==> src/rtl/z80_bus_arbiter.sv <==
// ============================================================================
// Module   : z80_bus_arbiter
// Purpose  : Shares the Z80 external bus between the CPU and two external
//            bus masters (ch0, ch1). Requests the bus from the CPU with
//            nBUSRQ, waits for nBUSACK, grants one master at a time, limits
//            tenure to MAX_HOLD cycles and then enforces a MIN_CPU cycle
//            cooldown during which the CPU keeps the bus.
// Ports    : CLK      - system clock, rising edge
//            nRESET   - asynchronous active-low reset
//            req0/1   - level bus requests from ch0/ch1
//            gnt0/1   - registered bus grants
//            yield    - owner has reached the hold limit and must drop req
//            drive_en - gnt0|gnt1, enables master drivers on A/D/control
//            err      - sticky protocol error (nBUSACK lost during a grant)
//            nBUSRQ   - bus request to the CPU, active-low
//            nBUSACK  - bus acknowledge from the CPU, active-low, CLK-synchronous
// Options  : `define Z80_ARB_RR_EN selects round-robin arbitration between
//            the two channels; without it ch0 has fixed priority over ch1.
// Revision : 1.0 - initial release
// ============================================================================
`default_nettype none
`timescale 1ns/1ps

module z80_bus_arbiter #(
  parameter int MAX_HOLD = 64,
  parameter int MIN_CPU  = 8,
  parameter int CW       = 8
) (
  input  logic CLK,
  input  logic nRESET,
  input  logic req0,
  input  logic req1,
  output logic gnt0,
  output logic gnt1,
  output logic yield,
  output logic drive_en,
  output logic err,
  output logic nBUSRQ,
  input  logic nBUSACK
);

  localparam logic [2:0] c_IDLE     = 3'd0;
  localparam logic [2:0] c_REQ      = 3'd1;
  localparam logic [2:0] c_GRANT    = 3'd2;
  localparam logic [2:0] c_SWITCH   = 3'd3;
  localparam logic [2:0] c_RELEASE  = 3'd4;
  localparam logic [2:0] c_COOLDOWN = 3'd5;

  localparam logic [CW-1:0] c_ZERO        = '0;
  localparam logic [CW-1:0] c_ONE         = CW'(1);
  localparam logic [CW-1:0] c_MAX_HOLD    = CW'(MAX_HOLD);
  localparam logic [CW-1:0] c_MIN_CPU_M1  = CW'(MIN_CPU - 1);

  logic [2:0]    state_q, state_d;
  logic          owner_q, owner_d;   // 0 = ch0, 1 = ch1
  logic [CW-1:0] hold_q, hold_d;
  logic [CW-1:0] cpu_q, cpu_d;
  logic          err_q, err_d;
  logic          gnt0_q, gnt0_d;
  logic          gnt1_q, gnt1_d;
  logic          yield_q, yield_d;
  logic          drive_en_q, drive_en_d;
  logic          nbusrq_q, nbusrq_d;

  logic          w_winner;
  logic          w_own_req;
  logic          w_oth_req;
  logic [CW-1:0] w_hold_inc;

  assign w_own_req  = owner_q ? req1 : req0;
  assign w_oth_req  = owner_q ? req0 : req1;
  assign w_hold_inc = (hold_q >= c_MAX_HOLD) ? hold_q : hold_q + c_ONE;

`ifdef Z80_ARB_RR_EN
  // Most recently granted channel loses a tie.
  logic last_q, last_d;

  always_comb begin
    if (req0 && req1) begin
      w_winner = ~last_q;
    end else begin
      w_winner = ~req0;
    end
  end

  always_comb begin
    last_d = last_q;
    if ((state_d == c_GRANT) && (state_q != c_GRANT)) begin
      last_d = owner_d;
    end
  end

  always_ff @(posedge CLK or negedge nRESET) begin
    if (!nRESET) begin
      last_q <= 1'b1;
    end else begin
      last_q <= last_d;
    end
  end
`else
  assign w_winner = ~req0;
`endif

  always_comb begin
    state_d = state_q;
    owner_d = owner_q;
    hold_d  = hold_q;
    cpu_d   = cpu_q;
    err_d   = err_q;
    case (state_q)
      c_IDLE: begin
        if (req0 || req1) begin
          state_d = c_REQ;
        end
      end
      c_REQ: begin
        if (!req0 && !req1) begin
          state_d = c_RELEASE;
        end else if (!nBUSACK) begin
          state_d = c_GRANT;
          owner_d = w_winner;
          // Tenure is counted from the acknowledge sample, so the first
          // granted cycle is tenure cycle 1 and yield appears in granted
          // cycle MAX_HOLD.
          hold_d  = c_ONE;
        end
      end
      c_GRANT: begin
        hold_d = w_hold_inc;
        if (nBUSACK) begin
          err_d   = 1'b1;
          state_d = c_RELEASE;
        end else if (!w_own_req) begin
          // A handoff is only allowed while the tenure limit is not reached.
          if (w_oth_req && (hold_q < c_MAX_HOLD)) begin
            state_d = c_SWITCH;
          end else begin
            state_d = c_RELEASE;
          end
        end
      end
      c_SWITCH: begin
        hold_d = w_hold_inc;
        if (w_oth_req) begin
          state_d = c_GRANT;
          owner_d = ~owner_q;
        end else begin
          state_d = c_RELEASE;
        end
      end
      c_RELEASE: begin
        if (nBUSACK) begin
          state_d = c_COOLDOWN;
          cpu_d   = c_ZERO;
        end
      end
      c_COOLDOWN: begin
        // cpu_q runs 0..MIN_CPU-1, giving exactly MIN_CPU cooldown cycles.
        if (cpu_q >= c_MIN_CPU_M1) begin
          state_d = c_IDLE;
        end else begin
          cpu_d = cpu_q + c_ONE;
        end
      end
      default: begin
        state_d = c_IDLE;
      end
    endcase
  end

  // Outputs are decoded from the next state so they are registered yet
  // line up with the state they describe.
  always_comb begin
    gnt0_d     = (state_d == c_GRANT) && !owner_d;
    gnt1_d     = (state_d == c_GRANT) &&  owner_d;
    drive_en_d = (state_d == c_GRANT);
    yield_d    = (state_d == c_GRANT) && (hold_d >= c_MAX_HOLD);
    nbusrq_d   = !((state_d == c_REQ) || (state_d == c_GRANT) ||
                   (state_d == c_SWITCH));
  end

  always_ff @(posedge CLK or negedge nRESET) begin
    if (!nRESET) begin
      state_q    <= c_IDLE;
      owner_q    <= 1'b0;
      hold_q     <= c_ZERO;
      cpu_q      <= c_ZERO;
      err_q      <= 1'b0;
      gnt0_q     <= 1'b0;
      gnt1_q     <= 1'b0;
      yield_q    <= 1'b0;
      drive_en_q <= 1'b0;
      nbusrq_q   <= 1'b1;
    end else begin
      state_q    <= state_d;
      owner_q    <= owner_d;
      hold_q     <= hold_d;
      cpu_q      <= cpu_d;
      err_q      <= err_d;
      gnt0_q     <= gnt0_d;
      gnt1_q     <= gnt1_d;
      yield_q    <= yield_d;
      drive_en_q <= drive_en_d;
      nbusrq_q   <= nbusrq_d;
    end
  end

  assign gnt0     = gnt0_q;
  assign gnt1     = gnt1_q;
  assign yield    = yield_q;
  assign drive_en = drive_en_q;
  assign err      = err_q;
  assign nBUSRQ   = nbusrq_q;

endmodule

`default_nettype wire
==> config.mk <==
export PLATFORM = sky130hd
export DESIGN_NAME = z80_bus_arbiter
export DESIGN_NICKNAME = d
export VERILOG_FILES = /design/src/rtl/z80_bus_arbiter.sv
export SDC_FILE = /design/constraint.sdc
export NUM_CORES = 1
export LEC_CHECK = 0
export CAP_MARGIN = 20
export CORE_ASPECT_RATIO = 1.5
export CORE_MARGIN = 2
export CORE_UTILIZATION = 41
export DETAILED_ROUTE_END_ITERATION = 6
export MAX_ROUTING_LAYER = met4
export PLACE_DENSITY = 0.65
export SLEW_MARGIN = 20
export SYNTH_ARGS = -nofsm -noshare
export SYNTH_HDL_FRONTEND = slang
export SYNTH_SLANG_ARGS = --single-unit
export TNS_END_PERCENT = 20
==> constraint.sdc <==
create_clock -name CLK -period 1.46 [get_ports CLK]
set_input_delay 0.219 -clock CLK [delete_from_list [all_inputs] [get_ports CLK]]
set_output_delay 0.219 -clock CLK [all_outputs]
set_load 0.005 [all_outputs]
* After elaboration in Yosys (flattened, before gate mapping)
Cells that the tools add are included.
** Cells by class
- Add/sub/neg operators :: 2
- Magnitude comparators :: 4
- Equal/unequal tests :: 10
- Multiplexer cells :: 23
- Bitwise logic cells :: 2
- Reductions and logical operators :: 17
** Operators by type and width (number)
- $mux 8 :: 5
- $pmux 8 s2 :: 2
- $mux 3 :: 9
- $pmux 3 s6 :: 1
- $add 8x1->8 const B :: 2
- $ge 8x7->1 const B :: 2
- $eq 3x2->1 const B :: 4
- $ge 8x3->1 const B :: 1
- $lt 8x7->1 const B :: 1
- $eq 3x1->1 const B :: 2
- $eq 3x3->1 const B :: 2
- $logic_and 1x1->1 :: 5
- $mux 1 :: 5
- $logic_not 1->1 :: 4
- $ne 2x2->1 const B :: 2
- $logic_not 3->1 :: 1
- $logic_or 1x1->1 :: 3
- $reduce_and 3->1 :: 1
- $not 1->1 :: 2
- $pmux 1 s2 :: 1
- $reduce_and 2->1 :: 1
- $reduce_bool 2->1 :: 1
- $reduce_or 2->1 :: 1
** Word-level totals
- Register bits :: 26
- Input bits :: 5
- Output and inout port bits :: 6
- Logic and storage cells :: 68

* Longest topological paths before layout
Gate-level depths: netlist (run 1).
- Depth in word-level cells :: 10
- Depth in mapped cells :: 7
- Depth with buffers taken out :: 5

* Least setup slack after synthesis (run 1)
Ideal clock, no wire load.
- Path type :: reg-to-reg
- From :: register state_q[1]
- To :: register yield_q (netlist: yield)
- Data arrival time :: 1.489 ns
- Data required time :: 1.341 ns
- Setup slack :: -0.147 ns
- Cell stages (with the launch flop) :: 7
- Buffers on the path :: 2
- Cells stage by stage :: dfrtp_1 > buf_4 > nor2_2 > or4b_4 > buf_6 > and2_4 > o21a_1
** Between the ends
- Longest elaborated chain between the ends :: 5
- Elaborated cells between the ends (all ways) :: 19
- Those cells by class :: order compare: 1; eq/ne: 6; mux: 9; reduce/logical: 3
** Ends and longest elaborated chain
- start: declaration :: line 54 : logic [2:0] state_q, state_d;
- start signal: assignment :: line 184 : state_q <= c_IDLE;
- start signal: assignment :: line 195 : state_q <= state_d;
- $eq 3x2->1 :: line 110 : case (state_q)
- $reduce_or 2->1 (no source line)
- $pmux 8 s2 (*) :: line 110
- net hold_d[7] :: line 56 : logic [CW-1:0] hold_q, hold_d;
- $ge 8x7->1 (*) :: line 177 : yield_d = (state_d == c_GRANT) && (hold_d >= c_MAX_HOLD);
- $logic_and 1x1->1 (*) :: line 177
- net yield_d :: line 61 : logic yield_q, yield_d;
- end signal: assignment :: line 202 : yield_q <= yield_d;
- end: declaration :: line 61
The timed path passes the listed nets; every way through them passes the cells marked *.
A chain may end at the register's enable or synchronous reset.

* Worst setup path after layout (run 1)
- From :: register state_q[0]
- To :: register state_q[0]
** Between the ends
- Longest elaborated chain between the ends :: 3
- Elaborated cells between the ends (all ways) :: 14
- Those cells by class :: eq/ne: 5; mux: 8; reduce/logical: 1
** Ends and longest elaborated chain (line)
- $mux 3, on equally long branches :: 133, 119
- $mux 3, on equally long branches :: 130, 117
- $pmux 3 s6 (*) :: 110
- net state_d[0] :: 54
Marked as above.

==> results of run 1 <==
routing by layer:
metal	GRT usage, %	vias up	share of wire, %
li1	-	517	-
met1	21.3	534	39
met2	36.6	15	56
met4	10.2	0	4.3
met3	2.88	12	1.4
met5	-	-	0
through the flow:
stage               setup TNS (ns)  total power (W)  worst slack (ns)
global route                 -1.38          0.00355            -0.229
detailed placement           -5.02          0.00233            -0.408
finish                      -0.706          0.00333            -0.151
global placement             -4.61          0.00230            -0.371
CTS                         -0.383          0.00318           -0.0909
floorplan                   -0.177          0.00181           -0.0956
worst min-delay path by stage:
stage	slack, ns	startpoint	endpoint	cells after the start
floorplan	-0.08	nRESET	asynchronous set/reset pin	0
global placement	0.46	hold_q[4]	hold_q[4]	1
detailed placement	0.47	hold_q[4]	hold_q[4]	1
CTS	0.31	nRESET	asynchronous set/reset pin	2
global route	0.34	nRESET	hold_q[2]	2
finish	0.31	nRESET	asynchronous set/reset pin	2
cells by family (layout without fill, tap and decap cells):
kind of cell,count (synthesis),count (layout),synth area share [%]
and+or+nand+nor,45,45,21.6
DFF,26,26,51.2
muxes,5,5,4.22
adders and majority gates,2,2,1.96
AOI/OAI and AO/OA,28,28,16.0
buffers and inverters,11,54,5.01
final cells by class:
type / count / area, µm² / share of cell area (%)
inverters: 6 / 27.5 / 1.53
multi-input cells: 80 / 642 / 35.7
clock inverters: 1 / 30.0 / 1.67
flip-flops and latches: 26 / 653 / 36.3
repair buffers: 44 / 355 / 19.8
well taps: 39 / 48.8 / 2.71
clock buffers: 3 / 41.3 / 2.30
placed cells by master (no fill, tap or decap), types with 3 or more instances in the layout:
cell type	instances
buf_4	33
clkbuf_8	3
clkdlybuf4s50_1	7
dfrtp_1	24
dlygate4sd2_1	3
inv_1	4
mux2_2	3
nand2_1	8
nor2_1	7
nor2b_1	4
nor4b_2	3
o21ai_1	4
Yosys cell counts, drive strengths merged (2+ instances only):
master	n
dfrtp	25
nor2	9
nand2	8
o21ai	7
inv	6
nor2b	5
buf	4
a21oi	3
and2	3
mux2	3
nand2b	3
nor3	3
nor4b	3
o21a	3
ha	2
mux2i	2
nand4	2
nand4b	2
o211ai	2
power groups by stage:
stage,clock network [W],registers (W),logic (W)
after CTS,0.000620,0.00110,0.00146
after global routing,0.000644,0.00113,0.00178
after global placement,0,0.00111,0.00119
final,0.000606,0.00111,0.00162
after floorplan,0,0.00107,0.000741
after detailed placement,0,0.00112,0.00122
timing repair:
| action | 4_1_cts | 5_1_grt |
|---|---|---|
| pin swaps | 7 | 6 |
| hold buffers | 0 | 0 |
| setup buffers | 8 | 2 |
| resized for setup | 14 | 12 |
| endpoints found under the setup margin | 16 | 19 |
| cloned | 0 | 0 |
==> reports/results.tsv, run 1 <==
stage	metric	value	unit
setup_path	slowest cell on the critical path	dfrtp_1	
clock_tree	CTS tree	done	
logic_synthesis	Mapped Cells	117	
setup_path	Worst Setup SP	state_q[0]	
die	die footprint	3580	µm²
min_path	path category of the worst min-delay check	primary input to asynchronous set/reset pin	
sta	fin crit share	110	%
setup_path	FF-to-FF Start	state_q[0]	
sta	actual slew at the worst max-slew pin	0.346	ns
setup_path	reg2reg path depth	5	
power	internal cell power	0.00221	W
logic_synthesis	#FFs+latches synth	26	
clock_tree	Clk Latency, worst-skew pair	0.28	ns
final_layout	nets	168	
power	sw power	0.00113	W
final_layout	final core occ	61.1	%
logic_synthesis	Async S/R FF share, synth	100	%
power	clock group share of total power	18.2	%
logic_synthesis	Netlist cell types	50	
sta	Setup WS post-layout	-0.151	ns
logic_synthesis	Yosys warning total	0	
setup_path	delay-heaviest family, CP	flip-flops	
die	initial core utilization	43.3	%
grt	global-route wire length before repair	5310	µm
logic_synthesis	share of the synthesized area in the top cell type	49.1	%
setup_path	CP cell instances	buf_4, nor4b_2, o211ai_1, o211ai_1, buf_4	
logic_synthesis	top_reg_cell synth	dfrtp_1	
clock_tree	total clock sinks	26	
die	die width	49.5	µm
status	failing checks	setup timing	
clock_tree	Reg clk slew, reported paths	0.09	ns
setup_path	buffer and inverter count on the worst path	2	
logic_synthesis	syn nets	124	
die	num rows	24	
power	P per Cell Area	1850	nW/µm²
logic_synthesis	Synth area leaders	dfrtp_1, mux2_2, nor2b_1	
setup_path	Setup Crit Path Kind	flop to flop	
power	Reg power frac	33.3	%
routing	Final Routed Wirelength	3250	µm
final_layout	Area Growth Syn to Fin	41.2	%
logic_synthesis	number of synthesized flops with an enable pin	0	
power	Worst VDD drop	859	µV
power	leak pwr	0.832	nW
logic_synthesis	syn avg cell area	10.9	µm²
setup_path	stages on the worst setup path	5	
final_layout	layout cells sized above 1	40.6	%
routing	vias	1078	
setup_path	Max FO, Critical Path	6	
routing	drt first pass iters	4	
final_layout	Final Cell Area	1800	µm²
grt	vias in the first global route	1151	
power	switching portion of total power	33.8	%
setup_path	required time worst endpoint	1.68	ns
setup_path	CP endpoint	state_q[0]	
status	outcome	finished, violations left	
sta	minimum clock period	1.61	ns
routing	via/cell ratio	5.42	
grt	largest net degree at the start of global routing	27	
grt	global-route usage over all layers	20.2	%
setup_path	Worst setup EP type	flop	
grt	initial antenna violation count	0	
setup_path	capture point of the worst reg-to-reg path	state_q[0]	
job	max cap viols	0	
sta	setup violators final	11	
routing	post-route ant nets	0	
die	boundary pin count	11	
setup_path	crit path launch type	flop	
final_layout	Final Instance Count excl. Fillers	199	
placed_design	placed cell areas	1560	µm²
setup_path	R2R Setup Slk	-0.15	ns
logic_synthesis	top cell type by total area after synthesis	dfrtp_1	
placed_design	port buffer count	10	
final_layout	Inserted Diodes	0	
sta	Final Hold Vio Count	0	
sta	Slew HR	76.8	%
clock_tree	Clock Path Buffers	2	
sta	fmax	621	MHz
placed_design	DP HPWL	2070	µm
routing	DR DRC count	0	
logic_synthesis	sequential-to-total area share from yosys stat	51.2	%
routing	Starting DRT DRC Count	27	
clock_tree	H-tree levels	1	
placed_design	Final GP Congestion	0.844	
die	Die Y	72.3	µm
sta	Slew Limit Fails	0	
sta	Final Skew	0.00451	ns
sta	RSZ-0062 raised after global routing	true	
clock_tree	cts bufs inserted	3	
setup_path	worst endpoint data arrival time	1.83	ns
grt	grt total ovfl	0	
sta	hold slack	0.307	ns
placed_design	Placed Cells	185	
routing	WL/cell	16.3	µm
final_layout	fill count	278	
clock_tree	CTS Root Cell	clkbuf_8	
power	Comb power frac	48.6	%
die	core box area	2940	µm²
setup_path	Critical Path Max Stage Delay	0.44	ns
logic_synthesis	Post-Synthesis Cell Area	1270	µm²
No activity file was read; power rests on OpenSTA's default activity.
==> inputs of run 2 (changes only) <==
- ABC_CLOCK_PERIOD_IN_PS: default -> 1460
- SKIP_LAST_GASP: default -> 1
==> run 2 against run 1 <==
  * The flow still finishes with violations (setup timing)
  * Register-to-register slack better by 0.04 ns
  * Design area down 1.1%
  * Routed wire length is 1.4% lower
  * Utilization shrank 0.68 points
  * Global-route usage hardly changed
  * Critical path type unchanged
  * Largest cell class unchanged
==> reports/results.tsv, run 2 (same netlist as run 1, synthesis figures left out) <==
stage	metric	value	unit	change
grt	grt total ovfl	0		unchanged
clock_tree	Reg clk slew, reported paths	0.10	ns	was 0.09 ns
placed_design	Placed Cells	185		unchanged
sta	Setup WS post-layout	-0.112	ns	was -0.151 ns
die	die width	49.5	µm	unchanged
setup_path	crit path launch type	flop		unchanged
grt	largest net degree at the start of global routing	27		unchanged
routing	Starting DRT DRC Count	23		was 27
die	num rows	24		unchanged
routing	drt first pass iters	4		unchanged
final_layout	nets	168		unchanged
sta	fin crit share	108	%	was 110%
routing	DR DRC count	0		unchanged
sta	RSZ-0062 raised after global routing	true		unchanged
power	Power, Total	0.00330	W	was 0.00333 W
sta	setup violators final	12		was 11
setup_path	capture point of the worst reg-to-reg path	state_q[0]		unchanged
routing	WL/cell	16.1	µm	was 16.3 µm
grt	met3 Usage GRT	2.88	%	unchanged
clock_tree	total clock sinks	26		unchanged
grt	met2 Use GR	36.6	%	unchanged
clock_tree	cts bufs inserted	3		unchanged
clock_tree	Clk Latency, worst-skew pair	0.28	ns	about the same
placed_design	port buffer count	10		unchanged
power	leak pwr	0.813	nW	was 0.832 nW
setup_path	worst endpoint data arrival time	1.79	ns	was 1.83 ns
status	outcome	finished, violations left		unchanged
routing	via/cell ratio	5.44		was 5.42
sta	Final Hold Vio Count	0		unchanged
placed_design	placed cell areas	1560	µm²	unchanged
die	boundary pin count	11		unchanged
final_layout	Final Cell Area	1780	µm²	was 1800 µm²
setup_path	R2R Setup Slk	-0.11	ns	was -0.15 ns
routing	Final Routed Wirelength	3200	µm	was 3250 µm
final_layout	Final Instance Count excl. Fillers	199		unchanged
die	core box area	2940	µm²	unchanged
setup_path	required time worst endpoint	1.68	ns	about the same
final_layout	layout cells sized above 1	37.5	%	was 40.6%
setup_path	reg2reg path depth	8		was 5
final_layout	Area Growth Syn to Fin	39.6	%	was 41.2%
grt	vias in the first global route	1151		unchanged
setup_path	FF-to-FF Start	state_q[1]		was state_q[0]
die	die footprint	3580	µm²	unchanged
power	P per Cell Area	1860	nW/µm²	was 1850 nW/µm²
placed_design	Final GP Congestion	0.844		unchanged
clock_tree	CTS tree	done		unchanged
routing	vias	1083		was 1078
routing	post-route ant nets	0		unchanged
status	failing checks	setup timing		unchanged
job	max cap viols	0		unchanged
clock_tree	Clock Path Buffers	2		unchanged
power	Worst VDD drop	846	µV	was 859 µV
grt	initial antenna violation count	0		unchanged
grt	global-route usage over all layers	20.2	%	about the same
placed_design	DP HPWL	2070	µm	unchanged
grt	global-route wire length before repair	5290	µm	was 5310 µm
grt	global routing's busiest layer	met2		unchanged
sta	Final Skew	0.00844	ns	was 0.00451 ns
sta	Slew Limit Fails	0		unchanged
final_layout	most frequent cells in the layout	buf_4, dfrtp_1, nor2_1, nand2_1, clkdlybuf4s50_1		was buf_4, dfrtp_1, nand2_1
final_layout	most common cell after layout, fill and taps aside	buf_4		unchanged
setup_path	Setup Crit Path Kind	flop to flop		unchanged
setup_path	Max FO, Critical Path	5		was 6
clock_tree	CTS Root Cell	clkbuf_8		unchanged
clock_tree	H-tree levels	1		unchanged
sta	Slew HR	77.8	%	was 76.8%
sta	actual slew at the worst max-slew pin	0.332	ns	was 0.346 ns
die	initial core utilization	43.3	%	unchanged
min_path	path category of the worst min-delay check	primary input to asynchronous set/reset pin		unchanged
sta	hold slack	0.303	ns	was 0.307 ns
setup_path	Worst setup EP type	flop		unchanged
die	Die Y	72.3	µm	unchanged
sta	minimum clock period	1.57	ns	was 1.61 ns
sta	fmax	636	MHz	was 621 MHz
grt	met1 track demand over resource	21.1	%	was 21.3%
final_layout	Inserted Diodes	0		unchanged
final_layout	fill count	283		was 278
[run 2: final cells by class]
| cell class | count | area, µm² | share of cell area, % |
|---|---|---|---|
| Sequential cell | 26 | 653 | 36.7 |
| Multi-Input combinational cell | 80 | 621 | 34.9 |
| Timing Repair Buffer | 44 | 357 | 20.1 |
| Tap cell | 39 | 48.8 | 2.74 |
| Clock buffer | 3 | 41.3 | 2.32 |
| Clock inverter | 1 | 30.0 | 1.69 |
| Inverter | 6 | 27.5 | 1.55 |
[run 2: worst max-delay path by stage]
| stage | slack, ns | end | from |
|---|---|---|---|
| 2_1_floorplan | -0.1 | yield | state_q[1] |
| 3_3_place_gp | -0.37 | nBUSRQ | req0 |
| 3_5_place_dp | -0.41 | nBUSRQ | req0 |
| 4_1_cts | -0.09 | yield | state_q[1] |
| 5_1_grt | -0.17 | state_q[0] | state_q[0] |
| 6_report | -0.11 | state_q[0] | state_q[1] |
[run 2: repair_timing]
action	in CTS	in global routing
resized for setup	11	7
hold buffers	0	0
pin swaps	6	5
setup buffers	8	2
setup endpoints to repair	16	20
[run 2: power by group]
group / total [W] / switching [W] / internal [W]
registers: 0.00111 / 0.000182 / 0.000926
logic: 0.00159 / 0.000680 / 0.000907
clock network: 0.000603 / 0.000236 / 0.000367
[run 2: per-layer routing]
layer | wire, µm | up-vias
met5 | 0 | -
met4 | 112 | 0
met3 | 74 | 14
met2 | 1800 | 25
met1 | 1220 | 531
li1 | - | 513
[run 2: worst max-delay path, stage by stage (launching register included)]
cell and delay [ns]:
dfrtp_2 0.48, nor2_2 0.11, buf_4 0.11, buf_4 0.09, buf_4 0.09, buf_4 0.09, o21ai_1 0.05, o211ai_1 0.31
buf_4 0.18
[run 2: metrics by stage]
step	utilization (%)	worst slack (ns)	setup TNS [ns]
final	60.4	-0.112	-0.659
after global routing	60.4	-0.169	-1.45
after global placement	53.1	-0.371	-4.61
after detailed placement	53.1	-0.408	-5.02
after CTS	59.0	-0.0909	-0.470
after floorplan	-	-0.0956	-0.177
==> inputs of run 3 (changes only) <==
- ABC_CLOCK_PERIOD_IN_PS: 1460 -> default
==> results of run 3 <==
Same layout as run 2: the final DEF is identical, and so are final timing and power.
